File: src/rtl/game_score_display.sv
// game_score_display: iterative double-dabble score-to-BCD converter driving a multiplexed 4-digit 7-segment display.
// Optional leading-zero blanking: define GAME_SCORE_BLANK_LEADING_ZEROS_EN.
module game_score_display #(
    parameter int SCORE_WIDTH           = 16,
    parameter int REFRESH_COUNTER_WIDTH = 16,
    parameter int MAX_DISPLAY           = 9999
) (
    input  logic                   clk,
    input  logic                   rst,
    input  logic [SCORE_WIDTH-1:0] score,
    output logic [7:0]             abcdefgh,
    output logic [3:0]             digit,
    output logic                   busy,
    output logic                   overflow
);
    localparam int BW = (SCORE_WIDTH > 1) ? $clog2(SCORE_WIDTH) : 1;
    localparam logic [SCORE_WIDTH-1:0] MAX_V = SCORE_WIDTH'(MAX_DISPLAY);

    typedef enum logic {IDLE, CONVERT} state_t;

    state_t                     state_q, state_d;
    logic [SCORE_WIDTH-1:0]     bin_q, bin_d, pending_q, pending_d, shown_q, shown_d;
    logic [15:0]                work_q, work_d, bcd_q, bcd_d, adj;
    logic [BW-1:0]              bit_q, bit_d;
    logic                       ovf_pend_q, ovf_pend_d, overflow_q, overflow_d;
    logic [REFRESH_COUNTER_WIDTH-1:0] cnt_q;
    logic [1:0]                 idx_q, idx_d;
    logic [3:0]                 digit_q, nib;
    logic [7:0]                 seg_q;
    logic                       blank;

    function automatic logic [7:0] seg_of(input logic [3:0] n);
        case (n)
            4'd0:    return 8'b0000_0011;
            4'd1:    return 8'b1001_1111;
            4'd2:    return 8'b0010_0101;
            4'd3:    return 8'b0000_1101;
            4'd4:    return 8'b1001_1001;
            4'd5:    return 8'b0100_1001;
            4'd6:    return 8'b0100_0001;
            4'd7:    return 8'b0001_1111;
            4'd8:    return 8'b0000_0001;
            4'd9:    return 8'b0000_1001;
            default: return 8'hFF;
        endcase
    endfunction

    always_comb begin
        state_d    = state_q;
        bin_d      = bin_q;
        work_d     = work_q;
        bit_d      = bit_q;
        pending_d  = pending_q;
        ovf_pend_d = ovf_pend_q;
        bcd_d      = bcd_q;
        shown_d    = shown_q;
        overflow_d = overflow_q;
        adj        = work_q;
        for (int i = 0; i < 4; i++)
            if (work_q[4*i +: 4] >= 4'd5) adj[4*i +: 4] = work_q[4*i +: 4] + 4'd3;
        if (state_q == IDLE) begin
            // Unclamped compare so a saturated score converts once, then idles
            if (score != shown_q) begin
                state_d    = CONVERT;
                bin_d      = (score > MAX_V) ? MAX_V : score;
                work_d     = 16'd0;
                pending_d  = score;
                ovf_pend_d = score > MAX_V;
                bit_d      = '0;
            end
        end else begin
            work_d = {adj[14:0], bin_q[SCORE_WIDTH-1]};
            bin_d  = bin_q << 1;
            bit_d  = bit_q + 1'b1;
            if (bit_q == BW'(SCORE_WIDTH-1)) begin
                state_d    = IDLE;
                bcd_d      = work_d;
                shown_d    = pending_q;
                overflow_d = ovf_pend_q;
            end
        end
    end

    always_ff @(posedge clk) begin
        if (rst) begin
            state_q    <= IDLE;
            bin_q      <= '0;
            work_q     <= '0;
            bit_q      <= '0;
            pending_q  <= '0;
            ovf_pend_q <= 1'b0;
            bcd_q      <= '0;
            shown_q    <= '0;
            overflow_q <= 1'b0;
        end else begin
            state_q    <= state_d;
            bin_q      <= bin_d;
            work_q     <= work_d;
            bit_q      <= bit_d;
            pending_q  <= pending_d;
            ovf_pend_q <= ovf_pend_d;
            bcd_q      <= bcd_d;
            shown_q    <= shown_d;
            overflow_q <= overflow_d;
        end
    end

    assign idx_d = (&cnt_q) ? idx_q + 2'd1 : idx_q;
    assign nib   = bcd_q[4*idx_d +: 4];
`ifdef GAME_SCORE_BLANK_LEADING_ZEROS_EN
    assign blank = (idx_d != 2'd0) && ((bcd_q >> {idx_d, 2'b00}) == 16'd0);
`else
    assign blank = 1'b0;
`endif

    // Digit enable and segments come from the same next index so they switch together
    always_ff @(posedge clk) begin
        if (rst) begin
            cnt_q   <= '0;
            idx_q   <= 2'd0;
            digit_q <= 4'b1110;
            seg_q   <= 8'b0000_0011;
        end else begin
            cnt_q   <= cnt_q + 1'b1;
            idx_q   <= idx_d;
            digit_q <= ~(4'b0001 << idx_d);
            seg_q   <= blank ? 8'hFF : seg_of(nib);
        end
    end

    assign busy     = (state_q == CONVERT);
    assign overflow = overflow_q;
    assign digit    = digit_q;
    assign abcdefgh = seg_q;
endmodule

File: config.mk
export PLATFORM = sky130hd
export DESIGN_NAME = game_score_display
export DESIGN_NICKNAME = d
export VERILOG_FILES = /design/src/rtl/game_score_display.sv
export SDC_FILE = /design/constraint.sdc
export NUM_CORES = 1
export LEC_CHECK = 0
export ABC_AREA = 0
export BUFFER_PORTS_ARGS = -buffer_cell sky130_fd_sc_hd__buf_2
export CORE_UTILIZATION = 34
export DETAILED_ROUTE_END_ITERATION = 10
export GPL_ROUTABILITY_DRIVEN = 0
export PLACE_DENSITY = 0.47
export RECOVER_POWER = 50
export SLEW_MARGIN = 10
export SYNTH_ARGS = -nofsm -noshare
export SYNTH_HDL_FRONTEND = slang
export SYNTH_SLANG_ARGS = --single-unit
File: constraint.sdc
create_clock -name clk -period 3.6 [get_ports clk]
set_clock_uncertainty 0.05 [all_clocks]
set_input_delay 0.72 -clock clk [delete_from_list [all_inputs] [get_ports clk]]
set_output_delay 0.72 -clock clk [all_outputs]
set_load 0.01 [all_outputs]
* After elaboration in Yosys (flattened, before gate mapping)
Memories as Yosys holds them, arrays and structs flattened. A register that Yosys moved wholly into a read port is not among the register bits. Index checks and enable logic that the tools add are counted.
Cells by class: $add $sub $neg 7, reductions and logical operators 5, bitwise operators 2, $lt $le $gt $ge 5, shift operators 2, muxes and demuxes 15, equal/unequal tests 2
Operators by type and width (count):
- $mux 16 | 5
- $mux 4 | 5
- $add 16x1->16 const B | 1
- $ge 4x3->1 const B | 4
- $gt 16x14->1 const B | 1
- $ne 16x16->1 | 1
- $reduce_and 16->1 | 1
- $shiftx 16x5->4 | 1
- $add 4x2->4 const B | 3
- $add 4x1->4 const B | 1
- $eq 4x4->1 const B | 1
- $not 4->4 | 1
- $reduce_and 2->1 | 2
- $shl 1x2->4 const A | 1
- $add 3x2->3 const B | 1
- $mux 1 | 3
- $mux 3 | 1
- $add 2x1->2 const B | 1
- $mux 2 | 1
- $reduce_bool 2->1 | 1
- $reduce_or 2->1 | 1
- $not 1->1 | 1
Storage, ports and cells: memories kept 1, bits in read-only memories 112, register bits 117, output and inout bits 14
Memory list:
- (name not given) | depth 16, width 7, rd ports 1, clocked after memory_dff 1, write ports 0, RTL line 33 | case (n)

* Depth between registers and ports, before layout
Gate-level depths: netlist of the first run.
word-level depth 4, depth in mapped cells 11, depth with buffers taken out 11

* Least setup slack after synthesis of the first run
Ideal clock, no wire load.
path type reg-to-reg, start register cnt_q[0], end register seg_q[6] (netlist: abcdefgh[6]), clock period less this slack 2294 ps, path buffers 0, path slack 1306 ps, stages on the path, launching flop included 11, data required time 3480 ps, data arrival time 2174 ps, library setup time 70 ps, cell sequence dfxtp_1 > ha_1 > and2_2 > and4_4 > nand2_4 > xnor2_4 > o221a_2 > inv_1 > ha_1 > nand2b_1 > a21oi_1
Between the ends: word-level cells in the longest chain between the ends 3
Ends and longest elaborated chain:
- from (decl) | RTL line 26 | logic [REFRESH_COUNTER_WIDTH-1:0] cnt_q;
- from (signal assigned) | RTL line 124 | cnt_q <= cnt_q + 1'b1;
- $reduce_and 16->1 | RTL line 108 | assign idx_d = (&cnt_q) ? idx_q + 2'd1 : idx_q;
- $mux 2 | RTL line 108
- $shiftx 16x5->4 | RTL line 109 | assign nib = bcd_q[4*idx_d +: 4];
- to (decl) | RTL line 29 | logic [7:0] seg_q;
Every way passes these cells. A chain may end at the register's enable or synchronous reset.

* Worst setup path in the final report of the first run
start register cnt_q[0], end register seg_q[3] (netlist: abcdefgh[3])
Same word-level chain as after synthesis.

==> results of run 1 <==
==> state kept, by name, summed over array words and instances, names as in the netlist <==
name and cells:
bcd_q 16, bin_q 16, cnt_q 16, pending_q 16
shown_q 16, work_q 16, abcdefgh 7, bit_q 4
digit 4, idx_q 2, busy 1, overflow 1
ovf_pend_q 1
==> worst paths after layout <==
kind         cells after the start          end  slack [ns]    startpoint
max                             11  abcdefgh[3]        1.01      cnt_q[0]
min                              2   shown_q[5]        0.40  pending_q[5]
max reg2reg                     11  abcdefgh[3]        1.01      cnt_q[0]
min reg2reg                      2   shown_q[5]        0.40  pending_q[5]
==> cell usage in the layout (no fill, tap or decap), types with 7 or more instances in the layout <==
master | synthesis | final
xnor2_1 | 25 | 25
nor2_1 | 46 | 46
clkbuf_1 | 23 | 16
nand3_1 | 26 | 26
xor2_1 | 7 | 7
ha_1 | 15 | 15
nand2b_1 | 12 | 12
o21ai_0 | 14 | 14
a21oi_1 | 77 | 77
buf_2 | 5 | 16
buf_4 | 1 | 8
nor3_1 | 13 | 13
mux2i_1 | 9 | 9
nand2_1 | 122 | 122
dfxtp_1 | 116 | 116
clkbuf_16 | 0 | 17
inv_1 | 14 | 14
==> metal layers <==
metal	track usage [%]	wire length, µm	vias up
met5	0	0	-
met4	5.95	135	0
met3	5.01	400	9
met2	27.5	5630	69
met1	17.9	5290	1906
li1	-	-	2143
==> cell type report <==
cell class                 instances  area [µm²]  share of cell area (%)
sequential                       116        2320                    38.3
clock buffer                      19         443                    7.31
clock inverter                    13         159                    2.62
timing repair buffer              40         201                    3.33
multi-input combinational        444        2640                    43.7
inverter                          15        56.3                   0.930
tap                              184         230                    3.80
==> per-stage QoR <==
step,total power (µW),cells
2_1_floorplan,1420,610
3_3_place_gp,1460,799
3_5_place_dp,1460,799
4_1_cts,3180,831
5_1_grt,3250,831
6_report,3130,831
==> cells in the mapped netlist (2+ instances only) <==
master	number	area, µm²
a222oi_1	6	60.1
dfxtp_1	116	2320
a311oi_1	5	43.8
and3_1	2	12.5
o221ai_2	2	30.0
xnor2_1	25	219
a21oi_1	77	385
clkbuf_1	23	86.3
mux2i_1	9	90.1
nand3_1	26	130
or2_2	2	12.5
nor3_1	13	65.1
o21ai_0	14	70.1
and3_2	2	15.0
a211oi_1	4	30.0
a31oi_1	3	18.8
nand2_1	122	458
and2_2	2	15.0
nor2_1	46	173
o21bai_1	4	30.0
ha_1	15	188
o22ai_1	6	37.5
and3_4	3	33.8
nor3b_1	2	15.0
nor4_1	2	12.5
buf_1	5	18.8
nand4_1	6	37.5
nand2b_1	12	75.1
and2_1	4	25.0
xor2_1	7	61.3
inv_1	14	52.6
or3_1	2	12.5
o221a_2	3	33.8
mux2_2	3	33.8
nor4_4	2	42.5
buf_2	5	25.0
==> power by group through the flow <==
stage / sequential (µW) / combinational [µW] / clock [µW]
after floorplan: 1350 / 74.4 / 0
after global placement: 1350 / 114 / 0
after detailed placement: 1350 / 115 / 0
after CTS: 1320 / 115 / 1740
after global routing: 1320 / 127 / 1800
final: 1320 / 112 / 1700
==> critical path, stage by stage (launching register included) <==
cell      delay, ns
dfxtp_1        0.36
ha_1           0.22
and2_2         0.20
and4_4         0.28
nand2_4        0.09
xnor2_4        0.29
o221a_2        0.29
inv_1          0.09
ha_1           0.20
inv_1          0.06
mux2i_1        0.07
a221oi_1       0.25
==> cells by family after synthesis <==
group                    Yosys count  share of synthesized area, %
other                              1                        0.0726
XOR/XNOR                          33                          5.96
adder cells (fa/ha/maj)           15                          3.63
AO/OA/AOI/OAI                    129                          15.6
flip-flops                       116                          45.0
multiplexers                      12                          2.40
buffers and inverters             50                          4.02
AND/OR/NAND/NOR                  254                          23.4
==> impl_metrics.toml, run 1 <==
[route]
first_pass_iters = 10
drc = 2
viasPerCell = 4.97
num_vias = 4127
wl_per_cell_um = 13.8
final_antenna_net_count = 0
drtIter0Drc = 202
wl_um = 11500

[setup_path]
cp.required_ns = 3.84
worst_setup_path_start_kind = "flip-flop"
crit_fanout = 9
critical_path_class = "flip-flop to flip-flop"
arrival_ns = 2.83
end_kind = "flip-flop"

[pwr]
net-switching-power_uw = 684
internal-power_uw = 2450
swShare_pct = 21.8
p_clk_share_pct = 54.2
combPwrFrac_pct = 3.6
p_leak_uw = 0.00218
p_per_area_nw_per_um2 = 517
vdd_drop_max_uv = 337
seq_power_share_pct = 42.2

[floorplan]
dieWidth_um = 125
placementRows = 44
core_um2 = 14700
dieHeight_um = 125
die_area_um2 = 15700
start_util_pct = 35.1
ioPinCount = 32

[sta]
drv_slew = 79
setup_tns_ns = 0
fin_crit_ns = 2.59
fmax_ghz = 0.387
postLayoutSetupSlackWorst_ns = 1.01
rsz0062_at_grt = "false"
tightest_slew_ns = 1.60
fin_crit_sh_pct = 71.9
whs_ns = 0.397
hold_viol = 0
setup_viol_count_final = 0
relSlewSlack_pct = -6.92

[synthesis]
syn_area_um2 = 5160
syn_inst = 610
synth_edf_count = 0
synth_ff_type = "dfxtp_1"
avgSynthCellArea_um2 = 8.47
yosys_register_bits = 116
yosysWarnings = 0
async_reset_ff_share_pct = 0
synth.distinct_cells = 52
ys_seq_area_share_pct = 45.0
synth_nets = 643

[global_routing]
grt_max_degree = 79
antenna_found_initial = 0
grt_pass1_wl_um = 19300
grt_pass1_vias = 4042
grt_overflow = 0
gr-usage-all-layers_pct = 15.8

[cells_and_area]
fin_area_um2 = 6060
nets = 667
final_util_pct = 41.2
area_growth_pct = 17.2
fillerInstances = 1464
drive_above_1_share_pct = 13.0
n_antenna_cell = 0

[clocking]
clk_latency_ns = 0.42
cts_max_path_buffers = 2
postCtsSetupBuffers = 0
ctsResizeCount = 0
clock_sink_count = 116
cts_tree = "built"
cts_root_buf = "clkbuf_16"
htreeDepth = 4
clkTransAtPathRegs_ns = 0.06
numCtsBuffers = 17
holdBufCountCts = 0

[run_status]
violations = "DRC, capacitance limit, slew limit"
outcome = "complete, but fails checks"

[placed_design]
port_buffers = 30
dpl_cell_area_um2 = 5480
dp_hpwl_um = 7720
place_ws_ns = 0.740

[min_path]
hold_class = "flip-flop to flip-flop"

[job]
drv_cap = 1
Power figures use the tool's default switching activity.
==> run 2, diff against run 1 <==
--- a/config.mk
+++ b/config.mk
@@ -5,12 +5,12 @@
 export SDC_FILE = /design/constraint.sdc
 export NUM_CORES = 1
 export LEC_CHECK = 0
-export ABC_AREA = 0
+export ABC_AREA = 1
 export BUFFER_PORTS_ARGS = -buffer_cell sky130_fd_sc_hd__buf_2
 export CORE_UTILIZATION = 34
 export DETAILED_ROUTE_END_ITERATION = 10
 export GPL_ROUTABILITY_DRIVEN = 0
-export PLACE_DENSITY = 0.47
+export PLACE_DENSITY = 0.48
 export RECOVER_POWER = 50
 export SLEW_MARGIN = 10
 export SYNTH_ARGS = -nofsm -noshare
==> constraint.sdc (replaced) <==
create_clock -name clk -period 2.35 [get_ports clk]
set_clock_uncertainty 0.05 [all_clocks]
set_input_delay 0.47 -clock clk [delete_from_list [all_inputs] [get_ports clk]]
set_output_delay 0.47 -clock clk [all_outputs]
set_load 0.01 [all_outputs]
==> impl_metrics.toml, run 2 <==
[synthesis]
synth_most_common_cell = "nand2_1"
netlist.top_cell.by_area = "dfxtp_1"
yosys_register_bits = 116
yosysWarnings = 0
synth.top_cell.area_share_pct = 44.4
avgSynthCellArea_um2 = 7.52
synthTopCellsByArea = "dfxtp_1 44%, nand2_1 12%, nand3_1 7.3%"
synth_edf_count = 0
async_reset_ff_share_pct = 0
ys_seq_area_share_pct = 44.4
syn_area_um2 = 5230
synth_ff_type = "dfxtp_1"
synth_top_cells_by_count = "165 x nand2_1, 116 x dfxtp_1, 76 x nand3_1"
syn_inst = 696
synth.distinct_cells = 35
synth_nets = 729

[min_path]
hold_class = "input port to flip-flop"

[cells_and_area]
n_antenna_cell = 0
final_common_cell = "nand2_1"
final_cell_mix = "160 x nand2_1, 111 x dfxtp_1, 72 x nand3_1"
drive_above_1_share_pct = 17.8
fillerInstances = 1521
fin_area_um2 = 6450
area_growth_pct = 23.3
nets = 784

[run_status]
outcome = "finished clean"

[sta]
fin_crit_sh_pct = 95.6
hold_viol = 0
rsz0062_at_grt = "true"
setup_viol_count_final = 0
drv_slew = 0
fin_crit_ns = 2.25
tightest_slew_ns = 0.587
fmax_ghz = 0.445
postLayoutSetupSlackWorst_ns = 0.103
relSlewSlack_pct = 60.8

[setup_path]
worstReg2RegStart = "cnt_q[1]"
crit_fanout = 5
endpoint = "abcdefgh[4]"
reg2reg_slack_ns = 0.10
startpoint = "cnt_q[1]"
end_kind = "flip-flop"
cp.required_ns = 2.57
reg2reg_to = "abcdefgh[4]"
r2r_cells = 15
critical_path_class = "flip-flop to flip-flop"
arrival_ns = 2.46
worst_setup_path_start_kind = "flip-flop"

[pwr]
p_clk_share_pct = 53.9
swShare_pct = 21.5
p_leak_uw = 0.00266
vdd_drop_max_uv = 517
combPwrFrac_pct = 4.1
seq_power_share_pct = 42.0
internal-power_uw = 3800
net-switching-power_uw = 1040
p_per_area_nw_per_um2 = 749

[clocking]
clock_sink_count = 116
holdBufCountCts = 0
cts_root_buf = "clkbuf_16"
cts_tree = "built"
clkTransAtPathRegs_ns = 0.06
clk_latency_ns = 0.42
numCtsBuffers = 17
cts_max_path_buffers = 2
htreeDepth = 4

[global_routing]
grt_max_degree = 49
antenna_found_initial = 0
gr-usage-all-layers_pct = 17.4
grt_overflow = 0
grt_pass1_vias = 4419
grt_pass1_wl_um = 21700

[route]
final_antenna_net_count = 0
drc = 0
wl_um = 12900
num_vias = 4654
first_pass_iters = 4
drtIter0Drc = 184
viasPerCell = 4.91
wl_per_cell_um = 13.6

[floorplan]
start_util_pct = 35.5
dieHeight_um = 126
ioPinCount = 32
core_um2 = 14800
placementRows = 44
dieWidth_um = 126
die_area_um2 = 15900

[job]
drv_cap = 0

[placed_design]
place_ws_ns = 0.0127
port_buffers = 30
dpl_cell_area_um2 = 5680
dp_hpwl_um = 8780
-- run 2: per-stage QoR --
step | util, % | instances | hold slack, ns | total power (µW) | setup TNS [ns]
floorplan | - | 696 | 0.365 | 2190 | 0
global placement | 38.5 | 905 | 0.380 | 2260 | 0
detailed placement | 38.5 | 905 | 0.393 | 2270 | 0
CTS | 42.6 | 938 | 0.321 | 4880 | 0
global route | 43.7 | 948 | 0.335 | 5020 | -0.147
finish | 43.7 | 948 | 0.326 | 4830 | 0
-- run 2: worst min path at each step --
stage               endpoint  cells past startpoint           from
6_report       pending_q[14]                      3      score[14]
5_1_grt             bin_q[3]                      3       score[3]
4_1_cts             bin_q[3]                      3       score[3]
3_5_place_dp   pending_q[15]                      2  pending_q[15]
3_3_place_gp        overflow                      2       overflow
2_1_floorplan       digit[3]                      1       idx_q[1]
-- run 2: kinds of logic after synthesis --
family / Yosys count / share of synthesized area [%]
DFF: 116 / 44.4
adders and majority gates: 15 / 3.59
other: 1 / 0.0717
xor gates and xnor gates: 23 / 3.85
buffers and inverters: 92 / 6.86
and+or+nand+nor: 316 / 27.6
AOI/OAI and AO/OA: 133 / 13.6
-- run 2: final cells by class --
cell class	count	area [µm²]	area share, %
multi-input combinational	489	2630	40.8
sequential	116	2330	36.1
clock buffer	23	468	7.26
timing repair buffer	62	419	6.50
inverter	65	244	3.78
tap	184	230	3.57
clock inverter	9	128	1.98
-- run 2: what timing repair did --
item	in CTS	in global routing
buffers inserted	1	9
endpoints found under the hold margin	0	0
resized for setup	0	23
cloned	0	1
pin swaps	2	10
endpoints found under the setup margin	1	7
-- run 2: worst max-delay path, stage by stage (launching register included) --
cell	delay (ns)
dfxtp_2	0.35
ha_4	0.14
nand2_2	0.06
nor2_4	0.11
nand2_4	0.09
o21ai_4	0.28
nand2_4	0.11
o21ai_1	0.13
nand2_1	0.07
nand2_2	0.10
inv_2	0.06
ha_1	0.28
inv_1	0.07
nand3_2	0.09
nand3_2	0.07
a21oi_1	0.05
-- run 2: power groups by stage --
stage	Clock, µW	Combinational, µW	Sequential, µW
floorplan	0	121	2070
global placement	0	196	2070
detailed placement	0	200	2070
CTS	2650	201	2030
global route	2760	226	2030
finish	2600	200	2030
-- run 2: layer usage --
metal  GRT usage (%)  vias up  routed length (µm)
li1                -     2403                   -
met1            21.4     2175                6210
met2            29.2       61                6130
met3            4.67       15                 345
met4            6.24        0                 220
met5               0        -                   0
